$ cat src/rtl/uart_tx_top_pkg.sv
// Shared UART definitions: FSM state encoding and line/parity constants used by TX and RX.
package uart_tx_top_pkg;

  typedef enum logic [2:0] {
    S_IDLE   = 3'd0,
    S_START  = 3'd1,
    S_DATA   = 3'd2,
    S_PARITY = 3'd3,
    S_STOP   = 3'd4
  } tx_state_e;

  localparam logic PARITY_EVEN = 1'b0;
  localparam logic PARITY_ODD  = 1'b1;
  localparam logic START_BIT   = 1'b0;
  localparam logic STOP_BIT    = 1'b1;

endpackage

$ cat src/rtl/uart_tx_top_edge_bit_counter.sv
// Per-bit edge counter (0..P-1) and data-bit index (0..data_width-1) for the UART transmitter.
module tx_edge_bit_counter #(
  parameter int data_width     = 8,
  parameter int prescale_width = 6,
  parameter int idx_w          = 3
) (
  input  logic                      clk,
  input  logic                      rst_n,
  input  logic                      i_clear,
  input  logic                      i_en,
  input  logic                      i_data_phase,
  input  logic [prescale_width-1:0] i_prescale,
  output logic                      o_bit_done_tick,
  output logic                      o_data_done_tick,
  output logic [idx_w-1:0]          o_bit_index
);

  logic [prescale_width-1:0] r_edge;
  logic [idx_w-1:0]          r_bit_index;
  logic                      w_bit_done;
  logic                      w_last_bit;

  // i_prescale is already clamped to >= 1 by the caller, so P-1 never underflows.
  assign w_bit_done = i_en && (r_edge == (i_prescale - prescale_width'(1)));
  assign w_last_bit = (r_bit_index == idx_w'(data_width - 1));

  always_ff @(posedge clk) begin
    if (!rst_n || i_clear) begin
      r_edge      <= '0;
      r_bit_index <= '0;
    end else if (i_en) begin
      if (w_bit_done) begin
        r_edge <= '0;
      end else begin
        r_edge <= r_edge + prescale_width'(1);
      end
      if (w_bit_done && i_data_phase) begin
        r_bit_index <= w_last_bit ? '0 : r_bit_index + idx_w'(1);
      end
    end
  end

  assign o_bit_done_tick  = w_bit_done;
  assign o_data_done_tick = w_bit_done && i_data_phase && w_last_bit;
  assign o_bit_index      = r_bit_index;

endmodule

$ cat src/rtl/uart_tx_top.sv
// UART transmitter: latches a word on acceptance and shifts out start, data LSB first,
// optional parity and stop, each bit lasting the latched prescale count of tx_clk cycles.
module uart_tx_top
  import uart_tx_top_pkg::*;
#(
  parameter int data_width     = 8,
  parameter int prescale_width = 6
) (
  input  logic                      tx_clk,
  input  logic                      rst_n,
  input  logic [data_width-1:0]     p_data,
  input  logic                      data_valid,
  input  logic                      parity_enable,
  input  logic                      parity_type,
  input  logic [prescale_width-1:0] prescale,
  output logic                      tx_out,
  output logic                      busy,
  output tx_state_e                 dbg_state
);

  localparam int IDX_W = (data_width > 1) ? $clog2(data_width) : 1;

  // Handshake: data_valid is a one-sided request with no ready. It is accepted only at an
  // edge where the FSM is IDLE (busy=0); any request seen while busy=1 is dropped silently.

  tx_state_e                 r_state;
  tx_state_e                 w_next_state;
  logic [data_width-1:0]     r_data;
  logic                      r_par_en;
  logic                      r_par_bit;
  logic [prescale_width-1:0] r_prescale;
  logic                      r_tx_out;
  logic                      r_busy;

  logic                      w_accept;
  logic                      w_tx_next;
  logic                      w_busy_next;
  logic                      w_bit_done;
  logic                      w_data_done;
  logic [IDX_W-1:0]          w_bit_index;
  logic [IDX_W-1:0]          w_next_index;

  assign w_accept     = (r_state == S_IDLE) && data_valid;
  assign w_next_index = w_bit_index + IDX_W'(1);

  tx_edge_bit_counter #(
    .data_width     (data_width),
    .prescale_width (prescale_width),
    .idx_w          (IDX_W)
  ) u_counter (
    .clk              (tx_clk),
    .rst_n            (rst_n),
    .i_clear          (w_accept),
    .i_en             (r_state != S_IDLE),
    .i_data_phase     (r_state == S_DATA),
    .i_prescale       (r_prescale),
    .o_bit_done_tick  (w_bit_done),
    .o_data_done_tick (w_data_done),
    .o_bit_index      (w_bit_index)
  );

  always_ff @(posedge tx_clk) begin
    if (!rst_n) begin
      r_state    <= S_IDLE;
      r_data     <= '0;
      r_par_en   <= 1'b0;
      r_par_bit  <= 1'b0;
      r_prescale <= '0;
      r_tx_out   <= STOP_BIT;
      r_busy     <= 1'b0;
    end else begin
      r_state  <= w_next_state;
      r_tx_out <= w_tx_next;
      r_busy   <= w_busy_next;
      if (w_accept) begin
        r_data     <= p_data;
        r_par_en   <= parity_enable;
        r_par_bit  <= (parity_type == PARITY_ODD) ? ~^p_data : ^p_data;
        r_prescale <= (prescale == '0) ? prescale_width'(1) : prescale;
      end
    end
  end

  // The next line level is decided one cycle ahead so tx_out is a plain flop output.
  always_comb begin
    w_next_state = r_state;
    w_tx_next    = r_tx_out;
    w_busy_next  = r_busy;
    case (r_state)
      S_IDLE: begin
        w_tx_next   = STOP_BIT;
        w_busy_next = 1'b0;
        if (data_valid) begin
          w_next_state = S_START;
          w_tx_next    = START_BIT;
          w_busy_next  = 1'b1;
        end
      end
      S_START: begin
        if (w_bit_done) begin
          w_next_state = S_DATA;
          w_tx_next    = r_data[0];
        end
      end
      S_DATA: begin
        if (w_data_done) begin
          w_next_state = r_par_en ? S_PARITY : S_STOP;
          w_tx_next    = r_par_en ? r_par_bit : STOP_BIT;
        end else if (w_bit_done) begin
          w_tx_next = r_data[w_next_index];
        end
      end
      S_PARITY: begin
        if (w_bit_done) begin
          w_next_state = S_STOP;
          w_tx_next    = STOP_BIT;
        end
      end
      S_STOP: begin
        if (w_bit_done) begin
          w_next_state = S_IDLE;
          w_tx_next    = STOP_BIT;
          w_busy_next  = 1'b0;
        end
      end
      default: begin
        w_next_state = S_IDLE;
        w_tx_next    = STOP_BIT;
        w_busy_next  = 1'b0;
      end
    endcase
  end

  assign tx_out    = r_tx_out;
  assign busy      = r_busy;
  assign dbg_state = r_state;

endmodule

$ cat config.mk
export PLATFORM = sky130hd
export DESIGN_NAME = uart_tx_top
export DESIGN_NICKNAME = d
export VERILOG_FILES = /design/src/rtl/uart_tx_top_pkg.sv /design/src/rtl/uart_tx_top_edge_bit_counter.sv /design/src/rtl/uart_tx_top.sv
export SDC_FILE = /design/constraint.sdc
export NUM_CORES = 1
export LEC_CHECK = 0
export BUFFER_PORTS_ARGS = -buffer_cell sky130_fd_sc_hd__buf_2
export CAP_MARGIN = 20
export CELL_PAD_IN_SITES_DETAIL_PLACEMENT = 0
export CELL_PAD_IN_SITES_GLOBAL_PLACEMENT = 1
export CORE_UTILIZATION = 37
export DETAILED_ROUTE_END_ITERATION = 16
export GPL_ROUTABILITY_DRIVEN = 0
export PLACE_DENSITY_LB_ADDON = 0.1
export SLEW_MARGIN = 40
export SYNTH_ARGS = -nofsm -noshare
export SYNTH_HDL_FRONTEND = slang
export SYNTH_SLANG_ARGS = --single-unit
$ cat constraint.sdc
create_clock -name tx_clk -period 2.15 [get_ports tx_clk]
set_clock_uncertainty 0.15 [all_clocks]
set_input_delay 0.3225 -clock tx_clk [delete_from_list [all_inputs] [get_ports tx_clk]]
set_output_delay 0.3225 -clock tx_clk [all_outputs]
set_load 0.02 [all_outputs]
Word level (Yosys, flattened, before mapping) --
Cells that the tools add are included. Widths: inputs -> output; s select.
Storage, ports and cells: logic and storage cells 67, bits in registers 30, input port bits 19, output and inout port bits 5
Operators by class: order comparisons 1, add/sub/neg operators 3, eq/ne operators 13, mux-type cells 23, reductions and logical operators 17, bitwise logic cells 1
Operators by type and width (number):
- $mux 3 | 7
- $pmux 3 s5 | 1
- $mux 6 | 2
- $mux 1 | 10
- $ne 2x1->1 const B | 4
- $reduce_xnor 8->1 | 1
- $reduce_xor 8->1 | 1
- $add 6x1->6 const B | 1
- $eq 3x2->1 const B | 2
- $eq 3x3->1 const B | 2
- $eq 6x6->1 | 1
- $logic_not 6->1 | 1
- $sub 6x1->6 const B | 1
- $reduce_and 5->1 | 1
- $logic_and 1x1->1 | 4
- $lt 3x4->1 const B | 1
- $ne 2x2->1 const B | 2
- $pmux 1 s4 | 1
- $reduce_and 2->1 | 2
- $add 3x1->3 const B | 1
- $bmux 1 s3 | 1
- $eq 3x1->1 const B | 1
- $logic_not 3->1 | 1
- $ne 3x3->1 const B | 1
- other kinds (8) | 8

Longest topological paths before layout --
Gate-level depths: netlist of run 1.
depth in word-level cells 7, depth in mapped cells 9, depth with buffers taken out 8

Modules after synthesis --
A second synthesis of run 1 with hierarchy kept.
Unflattened totals: cells, all modules 202, area total of the unflattened synthesis 1746.7 um^2
Modules (own cells, without submodules):
- uart_tx_top | cells an instance 130, times used 1, seq. area each 420.4 um^2, area an instance 1119.8 um^2
- tx_edge_bit_counter | cells an instance 72, times used 1, seq. area each 180.2 um^2, area an instance 626.9 um^2

Worst setup path after synthesis of run 1 --
No wires, ideal clock.
kind register to register, start register r_prescale[0], end register r_tx_out (netlist: tx_out), stages on the path, launching flop included 9, setup time 0.074 ns, path buffers 0, arrival 1.956 ns, clock period less this slack 2.180 ns, slack -0.030 ns, cell sequence dfxtp_1 -> inv_1 -> ha_1 -> nor2_1 -> nor2_1 -> a221oi_2 -> o2111ai_2 -> or4_1 -> a31oi_1
On the way: word-level cells in the longest chain between the ends 7, elaborated cells on any way between the ends 11
RTL lines:
- start, declared | line uart_tx_top.sv:31 | logic [prescale_width-1:0] r_prescale;
- start signal, assigned | line uart_tx_top.sv:79 | r_prescale <= (prescale == '0) ? prescale_width'(1) : prescale;
- $sub 6x1->6 * | line uart_tx_top_edge_bit_counter.sv:24 | assign w_bit_done = i_en && (r_edge == (i_prescale - prescale_width'(1)));
- $eq 6x6->1 * | line uart_tx_top_edge_bit_counter.sv:24
- $logic_and 1x1->1 * | line uart_tx_top_edge_bit_counter.sv:24
- $logic_and 1x1->1 (2 in series) | line uart_tx_top_edge_bit_counter.sv:44 | assign o_data_done_tick = w_bit_done && i_data_phase && w_last_bit;
- $mux 1 or $ne 3x3->1 (tied branches)
- $pmux 1 s4 or $reduce_and 3->1 (tied branches)
- end signal, assigned | line uart_tx_top.sv:73 | r_tx_out <= w_tx_next;
- end, declared | line uart_tx_top.sv:32 | logic r_tx_out;
Mark *: on every way between the ends. The rest lies on a longest branch, timed or not. A chain may end at the register's enable or synchronous reset.

Final worst setup path of run 1 --
start register r_prescale[1], end register u_counter.r_bit_index[1] (netlist: u_counter.o_bit_index[1])
On the way: word-level cells in the longest chain between the ends 5
RTL lines:
- $sub 6x1->6 | line uart_tx_top_edge_bit_counter.sv:24
- $eq 6x6->1 | line uart_tx_top_edge_bit_counter.sv:24
- $logic_and 1x1->1 | line uart_tx_top_edge_bit_counter.sv:24
- $logic_and 1x1->1 | line uart_tx_top_edge_bit_counter.sv:37 | if (w_bit_done && i_data_phase) begin
- $reduce_and 2->1 (no source line)
- end signal, assigned | line uart_tx_top_edge_bit_counter.sv:38 | r_bit_index <= w_last_bit ? '0 : r_bit_index + idx_w'(1);
- end, declared | line uart_tx_top_edge_bit_counter.sv:19 | logic [idx_w-1:0] r_bit_index;
Every way passes these cells.

==> results of run 1 <==
==> Yosys cell counts, drive strengths merged <==
library cell / n
a211oi: 1
a21oi: 23
a221oi: 1
a31oi: 5
a32o: 1
a32oi: 1
and2: 2
and4: 1
buf: 1
clkbuf: 11
dfxtp: 30
ha: 4
inv: 7
mux2: 1
mux2i: 1
mux4: 1
nand2: 45
nand3: 8
nand3b: 1
nand4: 1
nor2: 12
nor2b: 2
nor3: 6
nor3b: 1
nor4b: 2
o2111ai: 1
o21ai: 11
o221a: 1
o22ai: 1
o31ai: 2
or2: 2
or3: 2
or3b: 1
or4: 4
or4b: 1
xnor2: 11
xor2: 5
==> where the power goes <==
| group | internal, mW | switching (mW) |
|---|---|---|
| Clock | 0.258 | 0.217 |
| Sequential | 0.587 | 0.0265 |
| Combinational | 0.123 | 0.141 |
==> worst max-delay path, stage by stage (launching register included) <==
cell	delay, ns
dfxtp_2	0.33
inv_2	0.04
ha_4	0.18
nor2_4	0.08
nor2_2	0.05
a221oi_4	0.29
o2111ai_4	0.22
or4_4	0.56
a21oi_2	0.13
==> metal layers <==
metal	track usage	up-vias	part of all wire
met2	0.293	32	0.47
li1	-	798	-
met3	0.0411	9	0.041
met5	0	-	0
met1	0.245	734	0.47
met4	0.0859	0	0.019
==> sequential cells by signal, indices dropped and copies added, names as in the netlist <==
name and count:
r_data 8, r_prescale 6, u_counter.r_edge 6, dbg_state 3
u_counter.o_bit_index 3, busy 1, r_par_bit 1, r_par_en 1
tx_out 1
==> cell type report <==
| cell class | instances | area [µm²] |
|---|---|---|
| well taps | 50 | 62.6 |
| multi-input cells | 162 | 1070 |
| clock inverters | 1 | 5.00 |
| fillers | 412 | 2030 |
| clock buffers | 7 | 86.3 |
| flip-flops and latches | 30 | 604 |
| repair buffers | 38 | 235 |
| inverters | 7 | 26.3 |
==> placed cells by master (no fill, tap or decap), types with 3 or more instances in the layout <==
cell and count:
xor2_1 4, buf_2 23, dfxtp_2 3, nand2_1 45
nor3_1 6, inv_1 5, dfxtp_1 27, ha_1 3
o21ai_0 11, nand3_1 7, buf_4 13, a31oi_1 5
xnor2_1 9, nor2_1 10, clkbuf_8 6, or4_1 3
a21oi_1 21
==> worst min-delay path by stage <==
stage | depth (start not counted) | startpoint | end | slack [ns]
2_1_floorplan | 2 | r_par_bit | r_par_bit | 0.28
3_3_place_gp | 2 | r_data[1] | r_data[1] | 0.29
3_5_place_dp | 2 | r_data[1] | r_data[1] | 0.30
4_1_cts | 3 | prescale[0] | r_prescale[0] | 0.12
5_1_grt | 3 | prescale[3] | r_prescale[3] | 0.14
6_report | 3 | prescale[0] | r_prescale[0] | 0.13
==> cells by family after synthesis <==
logic type | share of synthesized area
AOI/OAI and AO/OA | 0.177
xor gates and xnor gates | 0.0854
adders and majority gates | 0.0305
buffers and inverters | 0.0481
DFF | 0.366
muxes | 0.0267
and+or+nand+nor | 0.266
==> what timing repair did <==
item	CTS	global route
hold endpoints to repair	0	0
gates resized for setup	1	23
setup endpoints to repair	5	6
setup buffers	0	2
cloned	0	0
pin swaps	0	9
==> metrics by stage <==
stage	total power, mW	hold WS (ns)
6_report	1.35	0.125
5_1_grt	1.42	0.142
4_1_cts	1.33	0.121
3_5_place_dp	0.853	0.301
3_3_place_gp	0.844	0.291
2_1_floorplan	0.776	0.282
==> key figures, run 1 <==
Global route
  – Largest net degree at the start of global routing: 17
  – Via count of the first global-routing pass: 1,415
  – Antenna violations before repair: 0
  – Total grt overflow: 0
  – Wire length of the first global-routing pass: 6450 µm
  – GRT Util Overall: 0.188

Clock network
  – Maximum buffer depth of the clock tree: 2
  – Clock Latency Late Sink: 0.28 ns
  – Clock root buffer: clkbuf_8
  – CTS Hold Bufs: 0
  – TritonCTS clock tree: built
  – Number of sinks driven by the clock tree: 30
  – Number of CTS-inserted buffers: 5
  – Clock-pin transition on the worst setup and hold timing paths: about 0.060 ns
  – H-Tree Depth: 2

Drt
  – Total via count after detailed routing: around 1,600
  – First-pass DRT Iterations: 4
  – Starting DRC count in detailed routing: 94
  – DRC errors left: 0
  – Total length of routed wires: 3920 µm
  – Routed vias/inst: 5.33
  – DR WL/cell: between 10 and 15 µm
  – Number of nets with antenna violations after detailed routing: 0

Critical path
  – Worst reg2reg path depth: 8
  – Register-to-Register Setup Slack: 0.04 ns
  – Critical path origin: r_prescale[1]
  – Critical Path Start Type: register
  – Maximum fanout along the worst path: 8
  – Worst EP arrival: 2.17 ns
  – Kind of critical path: reg -> reg
  – Critical Path RT: 2.21 ns
  – Endpoint of the worst setup timing path: u_counter.o_bit_index[1]
  – Element type at the critical path end: register
  – Worst R2R Start: r_prescale[1]
  – Reg-to-reg endpoint: u_counter.o_bit_index[1]

Floorplan
  – Number of placement rows: 23
  – Overall die height: 68.6 µm
  – I/O pin count: 24
  – Floorplan die width: between 60 and 70 µm
  – Placeable Area: 4120 µm²
  – Starting utilization of the core area: 0.399
  – Die outline area: 4700 µm²

Timing
  – Tmin final: about 2.1 ns
  – Max-slew violation total from the final report: 0
  – Number of setup violations in the final report: 0
  – Maximum clock frequency: 474 MHz
  – Final setup TNS: 0 ns
  – Worst slew pin tran: 0.399 ns
  – Slew margin rel.: 0.734
  – Final Worst Setup Slack: 0.0407 ns
  – Share of the clock period used by the worst path after layout: 0.981
  – RSZ-0062 raised after global routing: true
  – Final Hold Vio Count: 0

Run
  – Maximum Capacitance Violations: 0

Yosys
  – Top cells by area, synth: dfxtp_1 37%, nand2_1 10%, a21oi_1 7.0%
  – Syn nets: 234
  – Count of cell types in the netlist: 39
  – Area share of the largest cell type after synthesis: 0.366
  – Portion of the post-synthesis area used by sequential elements: 0.366
  – Synth Register Bits: 30
  – Avg Inst Size Synth: 7.77 µm²
  – Synth area leader: dfxtp_1
  – Area of the mapped netlist: 1640 µm²
  – Total number of yosys warnings: 0
  – Synthesized instance count: around 210

Placed design
  – Placement Cell Area: between 1500 and 2000 µm²
  – HPWL reported at the end of detailed placement: 2880 µm
  – Dpl cells: 285
  – Placement-stage worst setup slack: -0.0319 ns
  – Number of input and output port buffers inserted: 23

Layout
  – Layout Area Growth over Synthesis: 27.4%
  – Post-layout instance area: about 2100 µm²
  – Final core utilization: 0.508
  – Final instance count without filler cells: 295
  – Antenna Cells: 0
  – Number of nets in the final layout: 267
  – Fraction of final layout cells with drive strength greater than 1: 0.282

Run status
  – Result of the run: finished clean

Power and ir drop
  – Power per cell area: 647 nW/µm²
  – Worst IR drop on VDD: ~0.31 mV
  – Total leakage power: 0.787 nW

Min path
  – Worst hold-check path type: in -> reg
Note: power is estimated with default switching activity, not from simulation.
==> run 2, diff against run 1 <==
Settings changed: CORE_UTILIZATION 37 to 40.
Clock period 2.15 ns to 2.05 ns, I/O delays scaled along.
==> key figures, run 2 (synthesis gave the netlist of run 1 again) <==
Layout
  – Leading cell type in the layout, fill and taps excluded: nand2_1
  – Register name with the most flops: r_data
  – Number of nets in the final layout: 270
  – Layout Area Growth over Synthesis: 25.1%
  – Largest register FFs: 8
  – Antenna Cells: 0
  – Fraction of final layout cells with drive strength greater than 1: 0.267
  – Most frequent cells in the layout: 44 x nand2_1, 28 x dfxtp_1, 23 x buf_2
  – Largest registers: r_data: 8 flops, r_prescale: 6 flops, u_counter.r_edge: 6 flops
  – Final instance count without filler cells: 295

Drt
  – Total via count after detailed routing: 1,580
  – Total length of routed wires: 3930 µm
  – DRC errors left: 0
  – DR WL/cell: about 13 µm
  – First-pass DRT Iterations: 4
  – Number of nets with antenna violations after detailed routing: 0
  – Routed vias/inst: 5.36
  – Starting DRC count in detailed routing: about 110

Critical path
  – Slowest stage cell on the critical path: or4_1
  – Maximum fanout along the worst path: 8
  – Worst reg2reg path depth: 8
  – Cell breakdown of the critical path: inv_2 -> ha_4 -> nor2_1 -> nor2_1 -> a221oi_2 -> o2111ai_4 -> or4_1 -> a31oi_1
  – Critical Path Start Type: register
  – Kind of critical path: reg -> reg
  – Cell repeated most along the worst path: nor2_1
  – Element type at the critical path end: register
  – Worst EP arrival: 2.15 ns
  – Critical Path RT: 2.10 ns
  – Slowest stage delay, CP: 0.47 ns
  – Cell depth of the worst setup path: 8
  – Cell family contributing the most delay on the critical path: compound AO/OA/AOI/OAI gates
  – Crit path buffers/inverters: 1

Min path
  – Number of cells traversed by the worst hold path: 3
  – Worst hold-check path type: in -> reg

Floorplan
  – Number of placement rows: 22
  – Die outline area: 4360 µm²
  – Floorplan die width: 66.0 µm
  – I/O pin count: 24
  – Overall die height: 66.0 µm
  – Placeable Area: 3800 µm²
  – Starting utilization of the core area: 0.432

Global route
  – Wire length of the first global-routing pass: 6620 µm
  – Antenna violations before repair: 0
  – Via count of the first global-routing pass: 1,460
  – Total grt overflow: 0
  – Largest net degree at the start of global routing: 18
  – GRT Util Overall: 0.200

Timing
  – Slew margin rel.: 0.726
  – Worst slew pin tran: 0.410 ns
  – Tmin final: 2.09 ns
  – Share of the clock period used by the worst path after layout: 1.02
  – Final Hold Vio Count: 0
  – Number of setup violations in the final report: 6
  – Maximum clock frequency: 477 MHz
  – Final Worst Setup Slack: -0.0447 ns
  – RSZ-0062 raised after global routing: true
  – Max-slew violation total from the final report: 0
  – Final setup TNS: -0.228 ns
  – Post-Route Hold Slack: 0.130 ns

Run
  – Maximum Capacitance Violations: 0

Clock network
  – Clock root buffer: clkbuf_8
  – TritonCTS clock tree: built
  – Number of CTS-inserted buffers: 5
  – Maximum buffer depth of the clock tree: 2
  – H-Tree Depth: 2
  – CTS Hold Bufs: 0
  – Clock-pin transition on the worst setup and hold timing paths: 0.06 ns
  – Clock Latency Late Sink: 0.27 ns
  – Number of sinks driven by the clock tree: 30

Power and ir drop
  – Combinational power share: 0.195
  – Clock network fraction of total power: 0.328
  – Sw Share: 0.277
  – Internal power: 0.971 mW
  – NetSw: between 0.3 and 0.4 mW
  – Worst IR drop on VDD: 0.305 mV
  – Power per cell area: around 660 nW/µm²
  – Sequential share of power: 0.477
  – Total leakage power: 0.778 nW

Run status
  – Result of the run: finished, violations left
  – Violations in the final reports: negative setup slack

Placed design
  – HPWL reported at the end of detailed placement: 2820 µm
  – Placement-stage worst setup slack: -0.105 ns
  – Number of input and output port buffers inserted: 23
  – Dpl cells: 284
run 2: repair_timing:
action	in CTS	in global routing
setup buffers	0	4
pin swaps	7	8
gates resized for setup	8	9
setup endpoints to repair	6	6
run 2: stage by stage:
step            util  instance area [µm²]  total power, mW
3_3_place_gp   0.493                 1870            0.888
2_1_floorplan      -                 1650            0.815
4_1_cts        0.524                 1990             1.35
3_5_place_dp   0.493                 1870            0.897
6_report       0.540                 2050             1.34
5_1_grt        0.540                 2050             1.42
run 2: area by class of cell:
type,count,area (µm²)
clock buffer,7,76.3
fill,376,1750
tap,48,60.1
timing repair buffer,41,262
inverter,7,26.3
multi-input combinational,162,1020
sequential,30,603
run 2: path summary, 6_finish.rpt:
check                start             to  slack [ns]
min reg2reg      r_data[7]      r_data[7]        0.30
min            prescale[0]  r_prescale[0]        0.13
max reg2reg  r_prescale[1]         tx_out       -0.04
max          r_prescale[1]         tx_out       -0.04
run 2: worst reg2reg max path: stages (launching register included):
cell and delay, ns:
dfxtp_2 0.33, inv_2 0.04, ha_4 0.17, nor2_1 0.08, nor2_1 0.06, a221oi_2 0.33
o2111ai_4 0.21, or4_1 0.47, a31oi_1 0.18
run 2: routing by layer:
| layer | up-vias | global-route usage | routed length, µm |
|---|---|---|---|
| met1 | 741 | 0.263 | 1960 |
| met2 | 30 | 0.315 | 1820 |
| met3 | 2 | 0.0466 | 128 |
| met5 | - | 0 | 0 |
| met4 | 0 | 0.0718 | 24 |
| li1 | 807 | - | - |
run 2: power by group through the flow:
stage          clock network, mW  logic [mW]  registers [mW]
2_1_floorplan                  0       0.160           0.656
3_3_place_gp                   0       0.237           0.651
3_5_place_dp                   0       0.244           0.653
4_1_cts                    0.448       0.260           0.641
5_1_grt                    0.482       0.292           0.646
6_report                   0.441       0.262           0.641
